### src/rtl/ram_arb_pkg.sv
// ram_arb_pkg: RAM command opcodes and arbiter FSM state encoding shared by the arbiter slice.
package ram_arb_pkg;
  localparam logic [1:0] OP_WR_ADDR = 2'b00;
  localparam logic [1:0] OP_WR_DATA = 2'b01;
  localparam logic [1:0] OP_RD_ADDR = 2'b10;
  localparam logic [1:0] OP_RD_DATA = 2'b11;
  typedef enum logic [2:0] {S_IDLE, S_ADDR, S_DATA, S_WAIT, S_RESP} state_t;
endpackage

### src/rtl/rr_arb2.sv
// rr_arb2: two-way round-robin arbiter; contention goes to the requester not granted last.
module rr_arb2 (
  input  logic       clk,
  input  logic       rst_n,
  input  logic [1:0] req,
  input  logic       update,
  output logic [1:0] grant
);
  logic last;
  always_comb grant = (&req) ? (last ? 2'b01 : 2'b10) : req;
  always_ff @(posedge clk)
    if (!rst_n) last <= 1'b1;
    else if (update && |grant) last <= grant[1];
endmodule

### src/rtl/ram_cmd_arbiter.sv
// ram_cmd_arbiter: arbitrates two requesters onto a serial RAM command port and returns per-owner responses.
module ram_cmd_arbiter
  import ram_arb_pkg::*;
#(
  parameter int RD_TIMEOUT = 4
) (
  input  logic       clk,
  input  logic       rst_n,
  input  logic       req0_valid,
  output logic       req0_ready,
  input  logic       req0_we,
  input  logic [7:0] req0_addr,
  input  logic [7:0] req0_wdata,
  input  logic       req1_valid,
  output logic       req1_ready,
  input  logic       req1_we,
  input  logic [7:0] req1_addr,
  input  logic [7:0] req1_wdata,
  output logic       rsp0_valid,
  output logic       rsp0_err,
  output logic [7:0] rsp0_rdata,
  output logic       rsp1_valid,
  output logic       rsp1_err,
  output logic [7:0] rsp1_rdata,
  output logic [9:0] ram_din,
  output logic       ram_rx_valid,
  input  logic [7:0] ram_dout,
  input  logic       ram_tx_valid,
  output logic       busy
);
  localparam int CW = $clog2(RD_TIMEOUT + 1);
  state_t state, state_nx;
  logic we, owner, accept, wait_done, rsp_fire;
  logic [7:0] addr, wdata;
  logic [CW-1:0] cnt;
  logic [1:0] grant, rsp_valid, rsp_err;
  logic [7:0] rdata [2];
  assign accept = rst_n && state == S_IDLE && (req0_valid || req1_valid);
  rr_arb2 u_arb (
    .clk    (clk),
    .rst_n  (rst_n),
    .req    ({req1_valid, req0_valid}),
    .update (accept),
    .grant  (grant)
  );
  assign req0_ready = accept && grant[0];
  assign req1_ready = accept && grant[1];
  assign wait_done  = state == S_WAIT && (ram_tx_valid || cnt == CW'(RD_TIMEOUT - 1));
  assign rsp_fire   = (state == S_DATA && we) || wait_done;
  assign busy       = state != S_IDLE;
  assign {rsp1_valid, rsp0_valid} = rsp_valid;
  assign {rsp1_err, rsp0_err}     = rsp_err;
  assign rsp0_rdata = rdata[0];
  assign rsp1_rdata = rdata[1];
  always_comb begin
    state_nx = accept ? S_ADDR : state == S_ADDR ? S_DATA : state == S_DATA ? (we ? S_RESP : S_WAIT) :
               wait_done ? S_RESP : state == S_RESP ? S_IDLE : state;
    ram_rx_valid = state == S_ADDR || state == S_DATA;
    ram_din = state == S_ADDR ? {we ? OP_WR_ADDR : OP_RD_ADDR, addr} :
              state == S_DATA ? {we ? OP_WR_DATA : OP_RD_DATA, we ? wdata : 8'h00} : 10'h000;
  end
  // Response fields are registered on RESP entry so they hold between pulses.
  always_ff @(posedge clk) begin
    if (!rst_n) begin
      state     <= S_IDLE;
      we        <= 1'b0;
      owner     <= 1'b0;
      addr      <= 8'h00;
      wdata     <= 8'h00;
      cnt       <= '0;
      rsp_valid <= 2'b00;
      rsp_err   <= 2'b00;
      rdata     <= '{default: 8'h00};
    end else begin
      state     <= state_nx;
      cnt       <= (state == S_WAIT && !wait_done) ? cnt + CW'(1) : '0;
      rsp_valid <= 2'b00;
      if (accept) begin
        owner <= grant[1];
        we    <= grant[1] ? req1_we : req0_we;
        addr  <= grant[1] ? req1_addr : req0_addr;
        wdata <= grant[1] ? req1_wdata : req0_wdata;
      end
      if (rsp_fire) begin
        rsp_valid[owner] <= 1'b1;
        rsp_err[owner]   <= state == S_WAIT && !ram_tx_valid;
        rdata[owner]     <= (state == S_WAIT && ram_tx_valid) ? ram_dout : 8'h00;
      end
    end
  end
endmodule

### config.mk
export PLATFORM = sky130hd
export DESIGN_NAME = ram_cmd_arbiter
export DESIGN_NICKNAME = d
export VERILOG_FILES = /design/src/rtl/ram_arb_pkg.sv /design/src/rtl/rr_arb2.sv /design/src/rtl/ram_cmd_arbiter.sv
export SDC_FILE = /design/constraint.sdc
export NUM_CORES = 1
export LEC_CHECK = 0
export CAP_MARGIN = 0
export CORE_UTILIZATION = 47
export CTS_CLUSTER_SIZE = 28
export DETAILED_ROUTE_END_ITERATION = 7
export GPL_TIMING_DRIVEN = 0
export PLACE_DENSITY = 0.86
export SYNTH_ARGS = -nofsm -noshare
export SYNTH_HDL_FRONTEND = slang
export SYNTH_SLANG_ARGS = --single-unit
### constraint.sdc
create_clock -name clk -period 4.4 [get_ports clk]
set_clock_uncertainty 0.1 [all_clocks]
set_input_delay 0.66 -clock clk [delete_from_list [all_inputs] [get_ports clk]]
set_output_delay 0.66 -clock clk [all_outputs]
set_load 0.01 [all_outputs]
==> results.json, run 1 <==
{
  "firstDrtPassIters": 4,
  "path_cells": "clkdlybuf4s50_1, or4b_1, buf_2, buf_2, nor3_1, clkdlybuf4s50_1",
  "antenna_cells": 0,
  "dp.cells": 341,
  "cts_tree": "done",
  "grt-ovfl-total": 0,
  "hold_path_class": "register to register",
  "antenna_found_initial": 0,
  "fillers": 340,
  "period_needed_ns": 3.47,
  "cellPowerDensity_nw_per_um2": 292,
  "root_buffer": "clkbuf_8",
  "layout.nets": 347,
  "gp_congestion": 0.826,
  "drc": 0,
  "vias": 2015,
  "ir_drop_v": 0.000145,
  "drive_gt1_frac": 0.0769,
  "core-area_sq_um": 4120,
  "hold_viol": 0,
  "outcome": "completed",
  "holdBufCountCts": 0,
  "crit_buf_inv": 4,
  "cts_buffers": 5,
  "p_leak_uw": 0.00112,
  "cp-end-kind": "primary output",
  "ant_nets": 0,
  "slowest_stage": "clkdlybuf4s50_1",
  "synthFlopType": "dfxtp_1",
  "startpoint_type": "input pin",
  "area_growth_pct": 45.8,
  "cts_buffer_depth": 2,
  "grt_pass1_vias": 1922,
  "post_cts_buffers": 0,
  "syn_area_sq_um": 2070,
  "fp.dieW_um": 68.4,
  "via_per_inst": 5.77,
  "wl_per_cell_um": 16.1,
  "max_freq_mhz": 288,
  "fin_area_sq_um": 3020,
  "path_clk_slew_ns": 0.08,
  "seqCellArea_sq_um": 901,
  "htreeDepth": 2,
  "grt_pass1_wl_mm": 8.60,
  "synth_cells": 211,
  "clk_latency_ns": 0.30,
  "ys_seq_elements": 45,
  "synth.avg_cell_area_sq_um": 9.83,
  "placed_area_sq_um": 2940,
  "worstPathMaxFanout": 10,
  "crit_required_ns": 3.64,
  "start_util": 0.504,
  "path_class": "input pin to primary output",
  "rsz0062_at_grt": "false",
  "critPathArrivalTime_ns": 2.71,
  "fin_cells": 349,
  "clock-sinks": 45,
  "finalSetupTns_ns": 0,
  "ys_seq_area_frac": 0.435,
  "row_count": 23,
  "detailed_place_hpwl_mm": 4.11,
  "maxSlewViolCount": 0,
  "synth-warning-count": 0,
  "drtIter0Drc": 92,
  "yosysUniqueCellTypes": 39,
  "maxCapViolations": 0,
  "crit_family": "buffers and inverters",
  "fin_crit_sh": 0.788,
  "totalWireLength_mm": 5.61,
  "die_area_sq_um": 4680,
  "port_buffers": 80,
  "tightestPinTransition_ns": 0.592,
  "track_usage": 0.253,
  "postCtsResizedCells": 0,
  "cp_slowest_stage_delay_ns": 0.57,
  "ioPinCount": 81,
  "p_total_uw": 882,
  "synth_nets": 260,
  "die_y_um": 68.4,
  "relSlewSlack": 0.604,
  "setup_violations": 0,
  "multi_input_area_sq_um": 1040,
  "grt_max_degree": 15,
  "synth_edf_count": 0,
  "async_reset_ff_frac": 0
}
[power by group]
group          switching, uW  internal [uW]  leakage (uW)
combinational           82.7            104      0.000711
clock                    144            110     0.0000439
sequential              13.0            428      0.000367
[synthesized netlist by cell type, types with 3 or more instances]
library cell  instances  share of area
o32a_1               17          0.082
nand3_1               8          0.019
nor3_1                4         0.0097
mux2i_1              18          0.087
clkbuf_1             13          0.024
nor2_1               17          0.031
o221a_1              17          0.092
dfxtp_1              45           0.43
a22oi_1               8          0.029
buf_2                 7          0.017
nand2_1              19          0.034
o21ai_0               4         0.0097
inv_1                 3         0.0054
nand2b_1              3         0.0091
[worst paths after layout]
path / start / end / slack [ns] / cells after the start
max: rst_n / req0_ready / 0.93 / 6
min: cnt[0]$_SDFF_PN0_ / cnt[0]$_SDFF_PN0_ / 0.34 / 1
max reg2reg: cnt[0]$_SDFF_PN0_ / rsp_err[0]$_SDFFE_PN0P_ / 2.52 / 6
min reg2reg: cnt[0]$_SDFF_PN0_ / cnt[0]$_SDFF_PN0_ / 0.34 / 1
[cell usage in the layout, fill, tap and decap left out, drive strengths merged, types with 2 or more instances in the layout]
| cell type | count |
|---|---|
| a21oi | 2 |
| a22oi | 8 |
| buf | 9 |
| clkbuf | 19 |
| clkdlybuf4s50 | 80 |
| clkinv | 2 |
| dfxtp | 45 |
| ha | 2 |
| inv | 4 |
| mux2i | 18 |
| nand2 | 19 |
| nand2b | 3 |
| nand3 | 8 |
| nor2 | 18 |
| nor2b | 2 |
| nor3 | 4 |
| o21ai | 6 |
| o221a | 17 |
| o32a | 17 |
[per-layer routing]
metal  vias to the layer above  track usage  routed length, um
li1                        967            -                  -
met4                         0        0.117                110
met1                       948        0.275               2350
met3                        12       0.0700                460
met5                         -            0                  0
met2                        88        0.451               2680
[flip-flops by register name, indices dropped and copies added, names as in the netlist]
register    flops
owner           1
wdata           8
u_arb.last      1
addr            8
state           3
we              1
rsp1_rdata      8
rsp_valid       2
rsp_err         2
cnt             3
rsp0_rdata      8
[cell families (layout without fill, tap and decap cells)]
group / count (synthesis) / in the layout / share of synthesized area
compound gates: 57 / 57 / 0.253
xor+xnor: 1 / 1 / 0.00423
fa+ha+maj: 2 / 2 / 0.0121
buf+inv: 27 / 115 / 0.0628
flops: 45 / 45 / 0.435
mux: 18 / 18 / 0.0869
simple gates: 61 / 61 / 0.147
[final cells by class]
cell class / instances / share of cell area
multi-input cells: 139 / 0.345
clock inverters: 3 / 0.00579
clock buffers: 5 / 0.0228
flip-flops and latches: 45 / 0.298
inverters: 4 / 0.00497
repair buffers: 80 / 0.265
well taps: 50 / 0.0207
plain buffers: 23 / 0.0381
[through the flow]
step           hold WS, ns   util  setup WS [ns]
6_report             0.339  0.735          0.933
5_1_grt              0.364  0.735          0.851
4_1_cts              0.337  0.735          0.927
3_5_place_dp         0.326  0.714          0.926
3_3_place_gp         0.312  0.714          0.947
2_1_floorplan        0.297      -           1.93
Power figures use the tool's default switching activity.
==> run 2: changes to the inputs <==
CORE_UTILIZATION = 43   (was 47)
PLACE_DENSITY = 0.8   (was 0.86)
clock period = 3.5 ns   (was 4.4 ns; I/O delays follow)
==> run 2 against run 1 <==
Compared with the run above: flip-flop and latch count stayed put; count of clock-buffer cells in the layout unchanged; critical path depth did not move; global-route usage is 2.2 points lower; register-to-register slack lost 1.0 ns; first-iteration DRC count up 55%; worst hold slack worse by 0.016 ns; routed wire length shrank 1.7%; non-clock buffer count stayed put.
==> results.json, run 2 (synthesis gave the netlist of run 1 again) <==
{
  "outcome": "completed",
  "wl_per_cell_um": 15.7,
  "cts_buffers": 5,
  "drc": 0,
  "hold_viol": 0,
  "grt-ovfl-total": 0,
  "holdBufCountCts": 0,
  "die_area_sq_um": 5100,
  "grt_pass1_wl_mm": 9.32,
  "cts_tree": "done",
  "htreeDepth": 2,
  "pre_cts_slack_ns": 0.297,
  "antenna_found_initial": 0,
  "fillers": 374,
  "tightestPinTransition_ns": 0.550,
  "p_leak_uw": 0.00113,
  "totalWireLength_mm": 5.51,
  "cts_buffer_depth": 2,
  "setup_violations": 0,
  "maxCapViolations": 0,
  "rsz0062_at_grt": "false",
  "firstDrtPassIters": 5,
  "cellPowerDensity_nw_per_um2": 382,
  "drive_gt1_frac": 0.0738,
  "vias": 1965,
  "core-area_sq_um": 4500,
  "area_growth_pct": 46.8,
  "drtIter0Drc": 143,
  "finalSetupTns_ns": 0,
  "clock-sinks": 45,
  "ir_drop_v": 0.000255,
  "detailed_place_hpwl_mm": 3.95,
  "grt_max_degree": 14,
  "setup_slack_ns": 0.285,
  "via_per_inst": 5.61,
  "worstPathMaxFanout": 10,
  "layout.nets": 347,
  "max_freq_mhz": 311,
  "relSlewSlack": 0.632,
  "port_buffers": 80,
  "die_y_um": 71.4,
  "row_count": 24,
  "crit_required_ns": 2.87,
  "fin_crit_sh": 0.919,
  "postCtsResizedCells": 0,
  "startpoint_type": "input pin",
  "track_usage": 0.231,
  "grt_pass1_vias": 1917,
  "clk_latency_ns": 0.29,
  "post_cts_buffers": 0,
  "ant_nets": 0,
  "cp-end-kind": "primary output",
  "ioPinCount": 81,
  "critPathArrivalTime_ns": 2.59,
  "fp.dieW_um": 71.4,
  "period_needed_ns": 3.22,
  "start_util": 0.460,
  "mostFrequentLayoutCells": "80 x clkdlybuf4s50_1, 45 x dfxtp_1, 19 x nand2_1",
  "path_class": "input pin to primary output",
  "gp_congestion": 0.840,
  "root_buffer": "clkbuf_8",
  "maxSlewViolCount": 0,
  "layout_commonest_cell": "clkdlybuf4s50_1",
  "antenna_cells": 0,
  "hold_path_class": "register to register",
  "fin_util": 0.676,
  "path_clk_slew_ns": 0.08
}
-- run 2: per-layer routing --
layer  up-vias  track usage  wire (um)
met5         -            0          0
met4         0       0.0556         64
met1       906        0.291       2360
met2        80        0.388       2600
li1        968            -          -
met3        11       0.0717        487
-- run 2: through the flow --
step                instances  hold slack [ns]  area (sq um)  power (uW)
floorplan                 211            0.297          2070         689
global placement          343            0.307          2940         795
detailed placement        343            0.312          2940         798
CTS                       350            0.326          3040        1170
global route              350            0.352          3040        1220
finish                    350            0.323          3040        1160
-- run 2: final cells by class --
cell class,count,area (sq um),area share
Tap cell,52,65.1,0.0214
Clock buffer,5,68.8,0.0226
Inverter,4,15.0,0.00493
Sequential cell,45,901,0.296
Buffer,23,115,0.0378
Clock inverter,2,35.0,0.0115
Timing Repair Buffer,80,801,0.263
Multi-Input combinational cell,139,1040,0.343
-- run 2: power by group --
group,switching [uW],total (uW),leakage (uW),internal (uW)
clock network,167,374,0.0000540,208
registers,16.7,555,0.000367,539
logic,103,233,0.000711,130
-- run 2: worst paths after layout --
check               startpoint                         end  cells after the start  slack, ns
max                      rst_n                  req0_ready                      6       0.28
min          cnt[0]$_SDFF_PN0_           cnt[0]$_SDFF_PN0_                      1       0.32
max reg2reg  cnt[0]$_SDFF_PN0_  rsp0_rdata[0]$_SDFFE_PN0P_                      6       1.48
min reg2reg  cnt[0]$_SDFF_PN0_           cnt[0]$_SDFF_PN0_                      1       0.32
-- run 2: worst max-delay path: stages --
cell and delay (ns):
clkdlybuf4s50_1 0.51, or4b_1 0.43, buf_2 0.18, buf_2 0.19, nor3_1 0.19, clkdlybuf4s50_1 0.57
